[config.mk]
export PLATFORM = sky130hd
export DESIGN_NAME = tbb_fetch_arb
export DESIGN_NICKNAME = d
export VERILOG_FILES = /design/src/rtl/tbb_fetch_arb.sv
export SDC_FILE = /design/constraint.sdc
export NUM_CORES = 1
export LEC_CHECK = 0
export ABC_AREA = 0
export CAP_MARGIN = 10
export CORE_AREA = 10 10 458 460
export DETAILED_ROUTE_END_ITERATION = 6
export DIE_AREA = 0 0 468 470
export GPL_TIMING_DRIVEN = 0
export PLACE_DENSITY = 0.41
export RECOVER_POWER = 100
export SLEW_MARGIN = 40
export SYNTH_ARGS = -nofsm -noshare
export SYNTH_HDL_FRONTEND = slang
export SYNTH_SLANG_ARGS = --single-unit
[constraint.sdc]
create_clock -name clk -period 33.2 [get_ports clk]
set_input_delay 4.98 -clock clk [delete_from_list [all_inputs] [get_ports clk]]
set_output_delay 4.98 -clock clk [all_outputs]
set_load 0.03 [all_outputs]
[src/rtl/tbb_fetch_arb.sv]
// Task batch buffer fetch arbiter: round-robin grants from NUM_TBB buffers
// into a single memory read slot, tracks reads in flight, and steers
// out-of-order read responses back into the owning buffer.

// Per-buffer write strobe: fires one cycle after a response for this buffer.
module tbb_fetch_arb_lane #(
  parameter int IDX_W = 2,
  parameter int LANE  = 0
) (
  input  logic             clk,
  input  logic             reset,
  input  logic             rsp_valid,
  input  logic [IDX_W-1:0] rsp_idx,
  output logic             wr_en
);

  // Register the decoded strobe; an index with no matching lane writes nothing.
  always_ff @(posedge clk or posedge reset) begin
    if (reset) wr_en <= 1'b0;
    else       wr_en <= rsp_valid && (rsp_idx == IDX_W'(LANE));
  end

endmodule

module tbb_fetch_arb #(
  parameter  int NUM_TBB = 4,
  parameter  int LINE_W  = 12,
  parameter  int DATA_W  = 512,
  parameter  int ADDR_W  = 32,
  parameter  int MAX_OUT = 32,
  localparam int IDX_W   = $clog2(NUM_TBB),
  localparam int TAG_W   = IDX_W + LINE_W,
  localparam int OUT_W   = $clog2(MAX_OUT + 1)
) (
  input  logic                      clk,
  input  logic                      reset,
  input  logic [ADDR_W-1:0]         cfg_base_addr,
  input  logic                      cfg_valid,
  input  logic [NUM_TBB-1:0]        tbb_req_valid,
  input  logic [NUM_TBB*LINE_W-1:0] tbb_req_line,
  output logic [NUM_TBB-1:0]        tbb_req_ack,
  output logic                      rd_req_valid,
  input  logic                      rd_req_ready,
  output logic [ADDR_W-1:0]         rd_req_addr,
  output logic [TAG_W-1:0]          rd_req_tag,
  input  logic                      rd_rsp_valid,
  input  logic [TAG_W-1:0]          rd_rsp_tag,
  input  logic [DATA_W-1:0]         rd_rsp_data,
  output logic [NUM_TBB-1:0]        tbb_wr_en,
  output logic [LINE_W-1:0]         tbb_wr_addr,
  output logic [DATA_W-1:0]         tbb_wr_din,
  output logic [OUT_W-1:0]          outstanding,
  output logic                      err_underflow
);

  localparam logic [OUT_W-1:0] MAX_CNT = OUT_W'(MAX_OUT);

  logic [NUM_TBB-1:0][LINE_W-1:0] req_line;
  logic [IDX_W-1:0]               rr_ptr, gnt_idx, cand, rr_nxt;
  logic                           any_req, slot_free, gnt, rsp_dec;
  logic [ADDR_W-1:0]              gnt_addr;
  logic [TAG_W-1:0]               gnt_tag;
  logic [IDX_W-1:0]               rsp_idx;

  assign req_line  = tbb_req_line;
  assign slot_free = !rd_req_valid || rd_req_ready;
  assign gnt       = !reset && slot_free && cfg_valid && (outstanding < MAX_CNT) && any_req;
  assign gnt_addr  = cfg_base_addr + (ADDR_W'(gnt_idx) << LINE_W) + ADDR_W'(req_line[gnt_idx]);
  assign gnt_tag   = {gnt_idx, req_line[gnt_idx]};
  assign rr_nxt    = IDX_W'((int'(gnt_idx) + 1) % NUM_TBB);
  assign rsp_dec   = rd_rsp_valid && (outstanding != '0);
  assign rsp_idx   = rd_rsp_tag[TAG_W-1:LINE_W];

  // Round-robin search: first requesting buffer at or after rr_ptr, wrapping.
  always_comb begin
    gnt_idx = '0;
    any_req = 1'b0;
    cand    = '0;
    for (int k = 0; k < NUM_TBB; k++) begin
      cand = IDX_W'((int'(rr_ptr) + k) % NUM_TBB);
      if (!any_req && tbb_req_valid[cand]) begin
        any_req = 1'b1;
        gnt_idx = cand;
      end
    end
  end

  // One-hot grant pulse in the grant cycle itself.
  always_comb begin
    tbb_req_ack = '0;
    if (gnt) tbb_req_ack[gnt_idx] = 1'b1;
  end

  // Issue slot: reload on grant (also in the acceptance cycle), else empty on accept.
  always_ff @(posedge clk or posedge reset) begin
    if (reset) begin
      rd_req_valid <= 1'b0;
      rd_req_addr  <= '0;
      rd_req_tag   <= '0;
    end else if (gnt) begin
      rd_req_valid <= 1'b1;
      rd_req_addr  <= gnt_addr;
      rd_req_tag   <= gnt_tag;
    end else if (rd_req_ready) begin
      rd_req_valid <= 1'b0;
    end
  end

  // Pointer moves past the granted buffer only when a grant happens.
  always_ff @(posedge clk or posedge reset) begin
    if (reset)    rr_ptr <= '0;
    else if (gnt) rr_ptr <= rr_nxt;
  end

  // In-flight counter; a response with nothing in flight cannot decrement.
  always_ff @(posedge clk or posedge reset) begin
    if (reset)                 outstanding <= '0;
    else if (gnt && !rsp_dec)  outstanding <= outstanding + 1'b1;
    else if (!gnt && rsp_dec)  outstanding <= outstanding - 1'b1;
  end

  // Sticky flag for a response that arrives with no read outstanding.
  always_ff @(posedge clk or posedge reset) begin
    if (reset)                                    err_underflow <= 1'b0;
    else if (rd_rsp_valid && outstanding == '0)   err_underflow <= 1'b1;
  end

  // Shared write address/data follow the latest response.
  always_ff @(posedge clk or posedge reset) begin
    if (reset) begin
      tbb_wr_addr <= '0;
      tbb_wr_din  <= '0;
    end else if (rd_rsp_valid) begin
      tbb_wr_addr <= rd_rsp_tag[LINE_W-1:0];
      tbb_wr_din  <= rd_rsp_data;
    end
  end

  for (genvar i = 0; i < NUM_TBB; i++) begin : g_lane
    tbb_fetch_arb_lane #(.IDX_W(IDX_W), .LANE(i)) u_lane (
      .clk      (clk),
      .reset    (reset),
      .rsp_valid(rd_rsp_valid),
      .rsp_idx  (rsp_idx),
      .wr_en    (tbb_wr_en[i])
    );
  end

endmodule

# After elaboration in Yosys (flattened, before gate mapping)

Cells that the tools add are included.

Register bits: 584
Bits of input ports: 615
Output and inout port bits: 586
Logic and storage cells: 84

$add $sub $neg: 8
Magnitude comparators: 7
Equal/unequal tests: 3
Multiplexer cells: 25
Reductions and logical operators: 29

Operators by type and width:

| cell                                                 | count |
|---|---|
| adder 32 x 12 -> 32 bit                              | 1 |
| adder 32 x 14 -> 32 bit                              | 1 |
| binary-select mux 12 bit (select 2 bit)              | 1 |
| logical AND 1 bit                                    | 16 |
| < comparator 2 x 3 -> 1 bit (second input constant)  | 5 |
| two-way mux 12 bit                                   | 1 |
| two-way mux 6 bit                                    | 2 |
| two-way mux 1 bit                                    | 11 |
| binary-select mux 1 bit (select 2 bit)               | 4 |
| two-way mux 2 bit                                    | 4 |
| zero test 1 bit                                      | 7 |
| adder 6 x 1 -> 6 bit (second input constant)         | 1 |
| zero test 6 bit                                      | 1 |
| < comparator 6 bit (second input constant)           | 1 |
| nonzero test 6 bit                                   | 1 |
| subtractor 6 x 1 -> 6 bit (second input constant)    | 1 |
| adder 2 x 1 -> 2 bit (second input constant)         | 2 |
| adder 2 bit (second input constant)                  | 2 |
| == test 2 bit (second input constant)                | 2 |
| two-way mux 4 bit                                    | 1 |
| nonzero test 2 bit                                   | 2 |
| demux 1 bit (select 2 bit)                           | 1 |
| == test 2 x 1 -> 1 bit (second input constant)       | 1 |
| >= comparator 2 x 1 -> 1 bit (second input constant) | 1 |
| 2 further kinds                                      | 2 |

# Longest topological paths before layout

Gate-level depths: netlist of run 1.

Depth after elaboration: 17
Mapped depth: 17
Mapped depth without buffers: 14

# Modules after synthesis

A second synthesis of run 1 with hierarchy kept.

Cells, all modules: 1,583
Area, all modules: 23,557.6 um^2

By module, submodules not included:

| module                                     | times used | cells each | area each (um^2) | sequential area each (um^2) |
|---|---|---|---|---|
| tbb_fetch_arb                              | 1          | 1,571      | 23,406.2         | 14,513.9 |
| tbb_fetch_arb_lane at g_lane[1].u_lane ... | 2          | 3          | 37.5             | 25.0 |
| tbb_fetch_arb_lane at g_lane[0].u_lane     | 1          | 3          | 41.3             | 25.0 |
| tbb_fetch_arb_lane at g_lane[3].u_lane     | 1          | 3          | 35.0             | 25.0 |

# Worst setup path after synthesis of run 1

OpenSTA, ideal clock, no wires.

Path kind: in2out
Start: in tbb_req_valid[3]
End: out tbb_req_ack[0]
Arrival: 6.298 ns
Required time: 28.220 ns
Slack: 21.922 ns
Cell stages on the path: 8
Buffers on the path: 2
Cells stage by stage: inv_1 a22o_1 a211oi_1 buf_4 buf_6 inv_1 ha_1 and2_1

Longest elaborated chain between the ends: 17
Elaborated cells between the ends (all ways): 29
Those cells by class: order compare: 2; mux: 19; reduce/logical: 8

Ends and longest elaborated chain:

| element                                                                                                  | line | text |
|---|---|---|
| from (decl)                                                                                              | 39   | `input logic [NUM_TBB-1:0] tbb_req_valid,` |
| binary-select mux 1 bit (select 2 bit)                                                                   | 81   | `if (!any_req && tbb_req_valid[cand]) begin` |
| two-way mux 1 bit (not written as such)                                                                  | 81   |  |
| two-way mux 1 bit                                                                                        | 81   |  |
| zero test 1 bit                                                                                          | 81   |  |
| logical AND 1 bit                                                                                        | 81   |  |
| two-way mux 1 bit                                                                                        | 81   |  |
| zero test 1 bit                                                                                          | 81   |  |
| logical AND 1 bit                                                                                        | 81   |  |
| (+2 left out)                                                                                            | -    |  |
| logical AND 1 bit                                                                                        | 81   |  |
| two-way mux 2 bit (*)                                                                                    | 81   |  |
| named net gnt_idx[0]                                                                                     | 59   | `logic [IDX_W-1:0] rr_ptr, gnt_idx, cand, rr_nxt;` |
| < comparator 2 x 3 -> 1 bit (not written as such) / >= comparator 2 x 1 -> 1 bit (equally long branches) | 91   | `if (gnt) tbb_req_ack[gnt_idx] = 1'b1;` |
| logical AND 1 bit (not written as such)                                                                  | 91   |  |
| two-way mux 1 bit (not written as such)                                                                  | 91   |  |
| demux 1 bit (select 2 bit) (*)                                                                           | 91   |  |
| two-way mux 4 bit (*)                                                                                    | 91   |  |
| to (decl)                                                                                                | 41   | `output logic [NUM_TBB-1:0] tbb_req_ack,` |

The timed path passes the listed nets; every way through them passes the cells marked *. The select of a mux whose other input is x is not followed.

==> flow_summary.toml, run 1 <==
[worst_setup_path]
path_class = "input pin to async pin"
crit_family = "buffers and inverters"
cp_slowest_cell = "clkbuf_1"
worst-path-stages = 6
max_stage_delay_ps = 2820
critical_path.startpoint_type = "input pin"
crit_top_cell = "clkbuf_1"
cp-end-kind = "async pin"
ff2ff_setup_slack_ps = 28070
r2r_cells = 16
path_cells = "dlygate4sd3_1 -> clkinvlp_2 -> clkbuf_1 -> clkbuf_1 -> clkbuf_1 -> clkbuf_1"
r2r_start = "rr_ptr[0]$_DFFE_PP0P_"
critPathBufInv = 6
arrival_ps = 17730
crit_path_start = "reset"
r2r_end = "rd_req_addr[20]$_DFFE_PP0P_"
crit_fanout = 68
critPathRequiredTime_ps = 33100

[cells_and_area]
fin_nets = 3483
fillers = 21766
multiInputGateArea_um2 = 8290
area.sequential_um2 = 14600
area_delta_synth_final_pct = 76.7
final_common_cell = "clkdlybuf4s50_1"
fin_cells = 5590
final_cell_mix = "clkdlybuf4s50_1, dfrtp_1, dlygate4sd3_1"
drive_gt1_share_pct = 23.0

[global_route]
grt_max_degree = 72
grt_pass1_wl_um = 206000
track_usage_pct = 13.9
grt-ovfl-total = 0
grt_pass1_vias = 20075
antenna_found_initial = 75

[synth]
synthDistinctLibCells = 56
syn_avg_cell_area_um2 = 15.0
synth-edff-count = 0
yosysWarnings = 0
netlist_top_cells_area = "dfrtp_1, mux2_2, mux2i_1"
syn-num-nets = 2193
postSynth.asyncResetShare_pct = 100
synth_cells = 1553
yosys.area.top_type_share_pct = 62.7
yosys.area.top_type = "dfrtp_1"
ys_seq_elements = 584
synth_ff_type = "dfrtp_1"
netlist_area_um2 = 23300
ys_seq_area_share_pct = 62.7

[flow_run]
drv_cap = 11

[hold_path]
holdPathEnd = "rd_req_addr[12]$_DFFE_PP0P_"
holdPathStages = 2
worstHoldStart = "rd_req_addr[12]$_DFFE_PP0P_"
min_path_type = "register to register"

[pwr]
swShare_pct = 35.8
leakage_nw = 16.2
p_seq_share_pct = 34.5
clock_power_share_pct = 34.1
power_mw = 2.53
share_comb_of_total_power_pct = 31.5
powerDensity_nw_per_um2 = 61.3
p_sw_mw = 0.905
internal_power_mw = 1.62
ir_worst_vdd_mv = 0.0374

[sta]
fmax_mhz = 56.1
setup_viol_count_final = 0
whs_ps = 471
worst_pin_slew_ps = 4050
post-route-period-util_pct = 53.7
skew_ps = 11.4
maxSlewViolCount = 614
final-hold-violation-count = 0
rsz0062_at_grt = "false"
slew_headroom_pct = -170
final.min_clock_period_ps = 17830
tns_ps = 0

[clock_network]
cts_root_buf = "clkbuf_16"
cts_buffers = 78
cts_setup_buffers = 0
cts.sinks = 584
cts_resized = 0
holdBufCountCts = 0
clk_pin_slew_ps = 60
clk_latency_ps = 680
tritoncts = "yes"
cts_buffer_depth = 3
htree_num_levels = 3

[die]
dieArea_um2 = 220000
initial_core_util_pct = 11.6
die_y_um = 470
boundaryPins = 1201
die_w_um = 468
std_cell_rows = 165
core_um2 = 201000

[detailed_routing]
drc_errors = 0
first_pass_iters = 4
via_per_inst = 3.34
drtAntennaViolNets = 0
wl_per_cell_um = 28.5
routed-via-count = 18673
drt_iter0_drc = 794
routed_wl_um = 159000

[outcome]
violations = "capacitance limit, slew limit"
outcome = "complete, but fails checks"

[placed_design]
hpwl_um = 137000
post-place-cells = 5435
gp_congestion = 0.859
port_buffers = 1198
[through the flow]
stage	utilization (%)	setup slack [ps]	area, um2
floorplan	-	11880	23300
global placement	19.2	1180	38700
detailed placement	19.4	19830	39000
CTS	20.7	19790	41500
global route	20.5	12640	41200
finish	20.5	15370	41200
[power groups by stage]
stage | registers, mW | logic [mW] | clock network [mW]
6_report | 0.871 | 0.795 | 0.861
4_1_cts | 0.877 | 0.860 | 0.901
3_3_place_gp | 0.887 | 0.856 | 0
5_1_grt | 0.884 | 0.854 | 0.926
2_1_floorplan | 1.06 | 0.225 | 0
3_5_place_dp | 0.887 | 0.857 | 0
[flip-flops by register name, indices dropped and copies added, names as in the netlist, 2 cells and up]
name                 flops
g_lane.u_lane.wr_en      4
outstanding              6
rd_req_addr             32
rd_req_tag              14
rr_ptr                   2
tbb_wr_addr             12
tbb_wr_din             512
[cell families (layout without fill, tap and decap cells)]
logic type               after synthesis  after routing  share of synthesized area [%]
flip-flops                           584            584                           62.7
multiplexers                         573            573                           27.5
AND/OR/NAND/NOR                      147            147                           2.96
AO/OA/AOI/OAI                        108            108                           2.98
buffers and inverters                 94           1442                           1.71
adder cells (fa/ha/maj)               25             25                           1.41
XOR/XNOR                              22             22                          0.826
other                                  0             17                              0
[final cells by class]
| class | count | share of cell area, % |
|---|---|---|
| multi-input cells | 875 | 20.1 |
| well taps | 2672 | 8.11 |
| flip-flops and latches | 584 | 35.5 |
| clock buffers | 115 | 5.34 |
| diodes | 17 | 0.103 |
| clock inverters | 23 | 0.820 |
| repair buffers | 1210 | 29.1 |
| plain buffers | 83 | 0.859 |
| inverters | 11 | 0.103 |
[synth_stat cells (7+ instances only)]
library cell and n:
ha_1 23, or3_1 7, mux2_2 537, xor2_1 10, o31ai_1 7, a21oi_1 22, nand3_1 9, mux2i_1 36
or4_1 7, clkbuf_1 67, dfrtp_1 584, o21ai_0 35, inv_1 10, a31oi_1 13, nand2_1 61, xnor2_1 12
nor3_1 7, nor2_1 31
[routing by layer]
layer | GRT usage, % | part of all wire, % | vias to the layer above
met5 | 0 | 0.14 | -
met4 | 2.36 | 1.5 | 38
met3 | 8.61 | 14 | 203
met2 | 23.1 | 47 | 958
met1 | 15.3 | 38 | 9288
li1 | - | - | 8186
[worst register-to-register path, cell delays in order, from the launching register on]
cell	delay [ps]
dfrtp_1	380
inv_1	110
a21oi_1	80
o2bb2ai_1	760
inv_1	290
clkbuf_1	460
mux2i_1	440
ha_1	260
inv_1	60
fa_1	390
nand2b_1	180
a21oi_1	280
o21a_1	270
a22oi_1	210
clkbuf_1	310
or3_1	400
a31oi_1	170
[worst max-delay path by stage]
stage                             endpoint  slack [ps]
3_3_place_gp   tbb_wr_din[158]$_DFFE_PP0P_        1180
4_1_cts                     tbb_req_ack[1]       19790
6_report       tbb_wr_din[482]$_DFFE_PP0P_       15370
5_1_grt         tbb_wr_addr[2]$_DFFE_PP0P_       12640
2_1_floorplan    err_underflow$_DFFE_PP0P_       11880
3_5_place_dp                tbb_req_ack[1]       19830
No activity file was read; power rests on OpenSTA's default activity.
==> run 2: changes to the inputs <==
--- a/config.mk
+++ b/config.mk
@@ -7,11 +7,11 @@
 export LEC_CHECK = 0
 export ABC_AREA = 0
 export CAP_MARGIN = 10
-export CORE_AREA = 10 10 458 460
+export CORE_AREA = 10 10 461 463
 export DETAILED_ROUTE_END_ITERATION = 6
-export DIE_AREA = 0 0 468 470
+export DIE_AREA = 0 0 471 473
 export GPL_TIMING_DRIVEN = 0
-export PLACE_DENSITY = 0.41
+export PLACE_DENSITY = 0.4
 export RECOVER_POWER = 100
 export SLEW_MARGIN = 40
 export SYNTH_ARGS = -nofsm -noshare
==> constraint.sdc (replaced) <==
create_clock -name clk -period 17.6 [get_ports clk]
set_input_delay 2.64 -clock clk [delete_from_list [all_inputs] [get_ports clk]]
set_output_delay 2.64 -clock clk [all_outputs]
set_load 0.03 [all_outputs]
==> run 2 against run 1 <==
  * The flow still finishes with violations (capacitance limit, slew limit)
  * Worst hold slack worse by 3.9 ps
  * Register-to-register slack worse by 16000 ps
  * Wire length down 5.2%
  * Power up 89%
  * Global-route usage down 0.90 points
  * Clock power up 89%
  * Clock skew up 11 ps
  * Core utilization down 0.19 points
  * Sequential share of layout area down 0.14 points
  * Die area up 1.3%
  * Count of clock-buffer cells in the layout up 5
  * Largest cell class unchanged
  * Largest power group unchanged
  * Highest routed layer unchanged
==> flow_summary.toml, run 2 (same netlist as run 1, synthesis figures left out) <==
[worst_setup_path]
crit_fanout = 20
critical_path.startpoint_type = "input pin"
arrival_ps = 11870
critPathRequiredTime_ps = 18290
r2r_cells = 15
path_class = "input pin to async pin"
ff2ff_setup_slack_ps = 12550
cp-end-kind = "async pin"
r2r_end = "rd_req_addr[26]$_DFFE_PP0P_"
r2r_start = "rr_ptr[1]$_DFFE_PP0P_"

[flow_run]
drv_cap = 1

[placed_design]
dpl_cell_area_um2 = 39500
post-place-cells = 5476
port_buffers = 1198
hpwl_um = 130000
gp_congestion = 0.804

[cells_and_area]
final_cell_mix = "clkdlybuf4s50_1, dfrtp_1, dlygate4sd3_1"
design_area_um2 = 41400
area_delta_synth_final_pct = 77.4
final_common_cell = "clkdlybuf4s50_1"
fin_nets = 3509
fillers = 22203
reg_top3 = "tbb_wr_din x512, rd_req_addr x32, rd_req_tag x14"
final_util_pct = 20.3
top_register = "tbb_wr_din"
drive_gt1_share_pct = 23.0
largest_reg_flops = 512
fin_cells = 5630

[detailed_routing]
first_pass_iters = 6
drc_errors = 0
drt_iter0_drc = 838
via_per_inst = 3.31
routed-via-count = 18620
drtAntennaViolNets = 0
wl_per_cell_um = 26.8
routed_wl_um = 151000

[sta]
setup_viol_count_final = 0
worst_pin_slew_ps = 1690
tns_ps = 0
rsz0062_at_grt = "false"
final.min_clock_period_ps = 11180
maxSlewViolCount = 8
final-hold-violation-count = 0
whs_ps = 467
post-route-period-util_pct = 63.5
skew_ps = 21.9
slew_headroom_pct = -13.9
fmax_mhz = 89.5

[clock_network]
cts_buffer_depth = 3
holdBufCountCts = 0
cts.sinks = 584
cts_resized = 0
tritoncts = "yes"
cts_root_buf = "clkbuf_16"
cts_buffers = 79
htree_num_levels = 3
clk_latency_ps = 690
clk_pin_slew_ps = 60
cts_setup_buffers = 0

[outcome]
violations = "capacitance limit, slew limit"
outcome = "complete, but fails checks"

[die]
die_y_um = 473
core_um2 = 204000
boundaryPins = 1201
dieArea_um2 = 223000
die_w_um = 471
std_cell_rows = 166
initial_core_util_pct = 11.5

[hold_path]
min_path_type = "register to register"
worstHoldStart = "err_underflow$_DFFE_PP0P_"
holdPathEnd = "err_underflow$_DFFE_PP0P_"
holdPathStages = 1

[pwr]
swShare_pct = 35.6
internal_power_mw = 3.08
clock_power_share_pct = 34.2
powerDensity_nw_per_um2 = 115
p_seq_share_pct = 34.3
ir_worst_vdd_mv = 0.0724
p_sw_mw = 1.70
share_comb_of_total_power_pct = 31.5
leakage_nw = 16.3

[global_route]
grt_pass1_wl_um = 198000
grt_pass1_vias = 20382
track_usage_pct = 13.0
grt_max_degree = 24
antenna_found_initial = 52
grt-ovfl-total = 0
==> run 2: cell types whose count changed in the layout (fill, tap and decap cells not counted), sizes merged, moves of 2 or more <==
cell         previous run  this run
buf                    10        13
clkbuf                207       242
clkinv                 14        12
dlygate4sd3           581       573
==> run 2: worst max-delay path: stages <==
cell and delay (ps):
dlygate4sd3_1 580, clkinvlp_2 240, clkbuf_1 770, clkbuf_1 840
clkbuf_1 810, clkbuf_1 760, clkbuf_1 920, clkbuf_1 890
clkbuf_1 840, clkbuf_1 910, clkbuf_1 660, buf_12 250
clkbuf_1 680
==> run 2: area by class of cell <==
| type | instances | area (um2) | area share [%] |
|---|---|---|---|
| Antenna cell | 16 | 40.0 | 0.0968 |
| Buffer | 83 | 353 | 0.853 |
| Clock buffer | 120 | 2310 | 5.58 |
| Clock inverter | 18 | 275 | 0.665 |
| Inverter | 11 | 42.5 | 0.103 |
| Multi-Input combinational cell | 875 | 8290 | 20.0 |
| Sequential cell | 584 | 14600 | 35.3 |
| Tap cell | 2688 | 3360 | 8.13 |
| Timing Repair Buffer | 1235 | 12100 | 29.2 |
==> run 2: how the worst max path moves through the flow <==
stage,from,endpoint,depth (start not counted)
3_5_place_dp,reset,tbb_req_ack[3],8
4_1_cts,reset,tbb_req_ack[3],8
3_3_place_gp,reset,tbb_wr_din[125]$_DFFE_PP0P_,2
2_1_floorplan,reset,err_underflow$_DFFE_PP0P_,1
6_report,reset,tbb_wr_din[63]$_DFFE_PP0P_,13
5_1_grt,reset,tbb_wr_din[63]$_DFFE_PP0P_,13
==> run 2: routing by layer <==
metal  share of wire [%]  vias to the layer above  wire, um  track usage (%)
li1                    -                     8204         -                -
met1                  37                     9291     55300             13.7
met2                  50                      914     75500             23.3
met3                  12                      175     17500             6.96
met4                 1.8                       36      2660             2.29
met5                0.14                        -       219                0
==> run 2: power groups by stage <==
stage               sequential [mW]  combinational, mW  clock (mW)
floorplan                      2.01              0.425           0
global placement               1.67               1.62           0
detailed placement             1.67               1.63           0
CTS                            1.65               1.64        1.71
global route                   1.66               1.61        1.76
finish                         1.64               1.51        1.63
==> run 2: metrics by stage <==
step	total power [mW]	setup slack [ps]
floorplan	2.43	7000
global placement	3.29	1320
detailed placement	3.30	9250
CTS	5.01	9230
global route	5.03	4600
finish	4.78	6420
==> run 3: changes to the inputs <==
==> constraint.sdc (replaced) <==
create_clock -name clk -period 11.1 [get_ports clk]
set_input_delay 1.665 -clock clk [delete_from_list [all_inputs] [get_ports clk]]
set_output_delay 1.665 -clock clk [all_outputs]
set_load 0.03 [all_outputs]
==> run 3 against run 2 <==
  * The flow still finishes with violations (capacitance limit, slew limit)
  * Clock power up 59%
  * Global-route usage did not move
  * Wire length about the same
  * Cell count hardly changed
  * Power is 59% higher
  * Clock skew about the same
  * Count of clock-buffer cells in the layout unchanged
  * Largest cell class unchanged
  * Highest routed layer unchanged
==> flow_summary.toml, run 3 (same netlist as run 1, synthesis figures left out) <==
[detailed_routing]
wl_per_cell_um = 26.8
drt_iter0_drc = 757
routed_wl_um = 151000
routed-via-count = 18625
drtAntennaViolNets = 0
via_per_inst = 3.31
first_pass_iters = 5
drc_errors = 0

[outcome]
outcome = "complete, but fails checks"
violations = "capacitance limit, slew limit"

[die]
std_cell_rows = 166
dieArea_um2 = 223000
boundaryPins = 1201
core_um2 = 204000
initial_core_util_pct = 11.5
die_w_um = 471
die_y_um = 473

[pwr]
leakage_nw = 16.4
powerDensity_nw_per_um2 = 182
ir_worst_vdd_mv = 0.115

[clock_network]
clk_latency_ps = 700
htree_num_levels = 3
cts_resized = 0
tritoncts = "yes"
cts_buffers = 79
cts_setup_buffers = 0
cts.sinks = 584
cts_buffer_depth = 3
holdBufCountCts = 0
clk_pin_slew_ps = 60
cts_root_buf = "clkbuf_16"

[cells_and_area]
largest_reg_flops = 512
area_delta_synth_final_pct = 78.4
final_cell_mix = "clkdlybuf4s50_1, dfrtp_1, dlygate4sd3_1"
drive_gt1_share_pct = 23.3
reg_top3 = "tbb_wr_din x512, rd_req_addr x32, rd_req_tag x14"
final_common_cell = "clkdlybuf4s50_1"
fillers = 22169
top_register = "tbb_wr_din"
fin_nets = 3509

[global_route]
grt_pass1_vias = 20382
grt_max_degree = 24
antenna_found_initial = 52
track_usage_pct = 13.0
grt_pass1_wl_um = 198000
grt-ovfl-total = 0

[worst_setup_path]
worst-path-stages = 12
cp_slowest_cell = "clkbuf_1"
crit_top_cell = "clkbuf_1"
critPathBufInv = 12
crit_family = "buffers and inverters"
crit_fanout = 22
ff2ff_setup_slack_ps = 6090
cp-end-kind = "async pin"
path_class = "input pin to async pin"
critical_path.startpoint_type = "input pin"
path_cells = "dlygate4sd3_1 -> clkinvlp_2 -> clkbuf_1 -> clkbuf_1 -> clkbuf_1 -> clkbuf_1 -> clkbuf_1 -> clkbuf_1 -> buf_12 -> buf_16 -> buf_12 -> buf_12"
r2r_end = "rd_req_addr[26]$_DFFE_PP0P_"
max_stage_delay_ps = 1010
critPathRequiredTime_ps = 11990
crit_path_start = "reset"
r2r_cells = 15
arrival_ps = 8600
r2r_start = "rr_ptr[1]$_DFFE_PP0P_"

[sta]
whs_ps = 467
worst_pin_slew_ps = 1720
final.min_clock_period_ps = 7700
setup_viol_count_final = 0
slew_headroom_pct = -16.0
post-route-period-util_pct = 69.4
skew_ps = 22.3
final-hold-violation-count = 0
layout_setup_ws_ps = 3400
maxSlewViolCount = 8
rsz0062_at_grt = "false"
fmax_mhz = 130

[placed_design]
port_buffers = 1198
pre_cts_slack_ps = 4660
hpwl_um = 130000
gp_congestion = 0.804

[hold_path]
holdPathEnd = "err_underflow$_DFFE_PP0P_"
min_path_type = "register to register"
worstHoldStart = "err_underflow$_DFFE_PP0P_"
holdPathStages = 1

[flow_run]
drv_cap = 1
run 3: cell count changes in the layout (fill, tap and decap cells not counted), sizes merged:
cell	before	now
buf	13	24
clkbuf	242	231
diode	16	12
run 3: power by group:
group | internal [mW] | switching, mW | leakage [nW] | total (mW)
Sequential | 2.42 | 0.175 | 6.85 | 2.60
Combinational | 0.954 | 1.44 | 8.29 | 2.40
Clock | 1.51 | 1.08 | 1.27 | 2.59
run 3: layout make-up:
class | count | area (um2) | area share (%)
plain buffers | 83 | 353 | 0.848
clock buffers | 120 | 2310 | 5.55
flip-flops and latches | 584 | 14600 | 35.1
well taps | 2688 | 3360 | 8.08
repair buffers | 1235 | 12300 | 29.7
inverters | 11 | 42.5 | 0.102
multi-input cells | 875 | 8290 | 19.9
clock inverters | 18 | 275 | 0.661
diodes | 12 | 30.0 | 0.0722
run 3: how the worst max path moves through the flow:
stage,slack (ps),endpoint
2_1_floorplan,1480,err_underflow$_DFFE_PP0P_
3_3_place_gp,-4200,tbb_wr_din[125]$_DFFE_PP0P_
3_5_place_dp,4660,rd_req_addr[27]$_DFFE_PP0P_
4_1_cts,4680,tbb_req_ack[3]
5_1_grt,2300,tbb_wr_din[124]$_DFFE_PP0P_
6_report,3400,tbb_wr_din[136]$_DFFE_PP0P_
run 3: per-stage QoR:
stage	instance area, um2	util, %	TNS (ps)	total power [mW]	cells
finish	41600	20.4	0	7.58	5626
global route	41600	20.4	0	7.99	5616
CTS	42100	20.7	0	7.94	5614
detailed placement	39500	19.4	0	5.24	5476
global placement	38700	19.0	-2326890	5.21	5439
floorplan	23300	-	0	3.86	1553
run 3: per-layer routing:
metal,part of all wire [%],global-route usage [%],up-vias
met2,50,23.3,916
met1,37,13.7,9293
met3,11,6.96,180
met4,1.8,2.29,36
li1,-,-,8200
met5,0.15,0,-
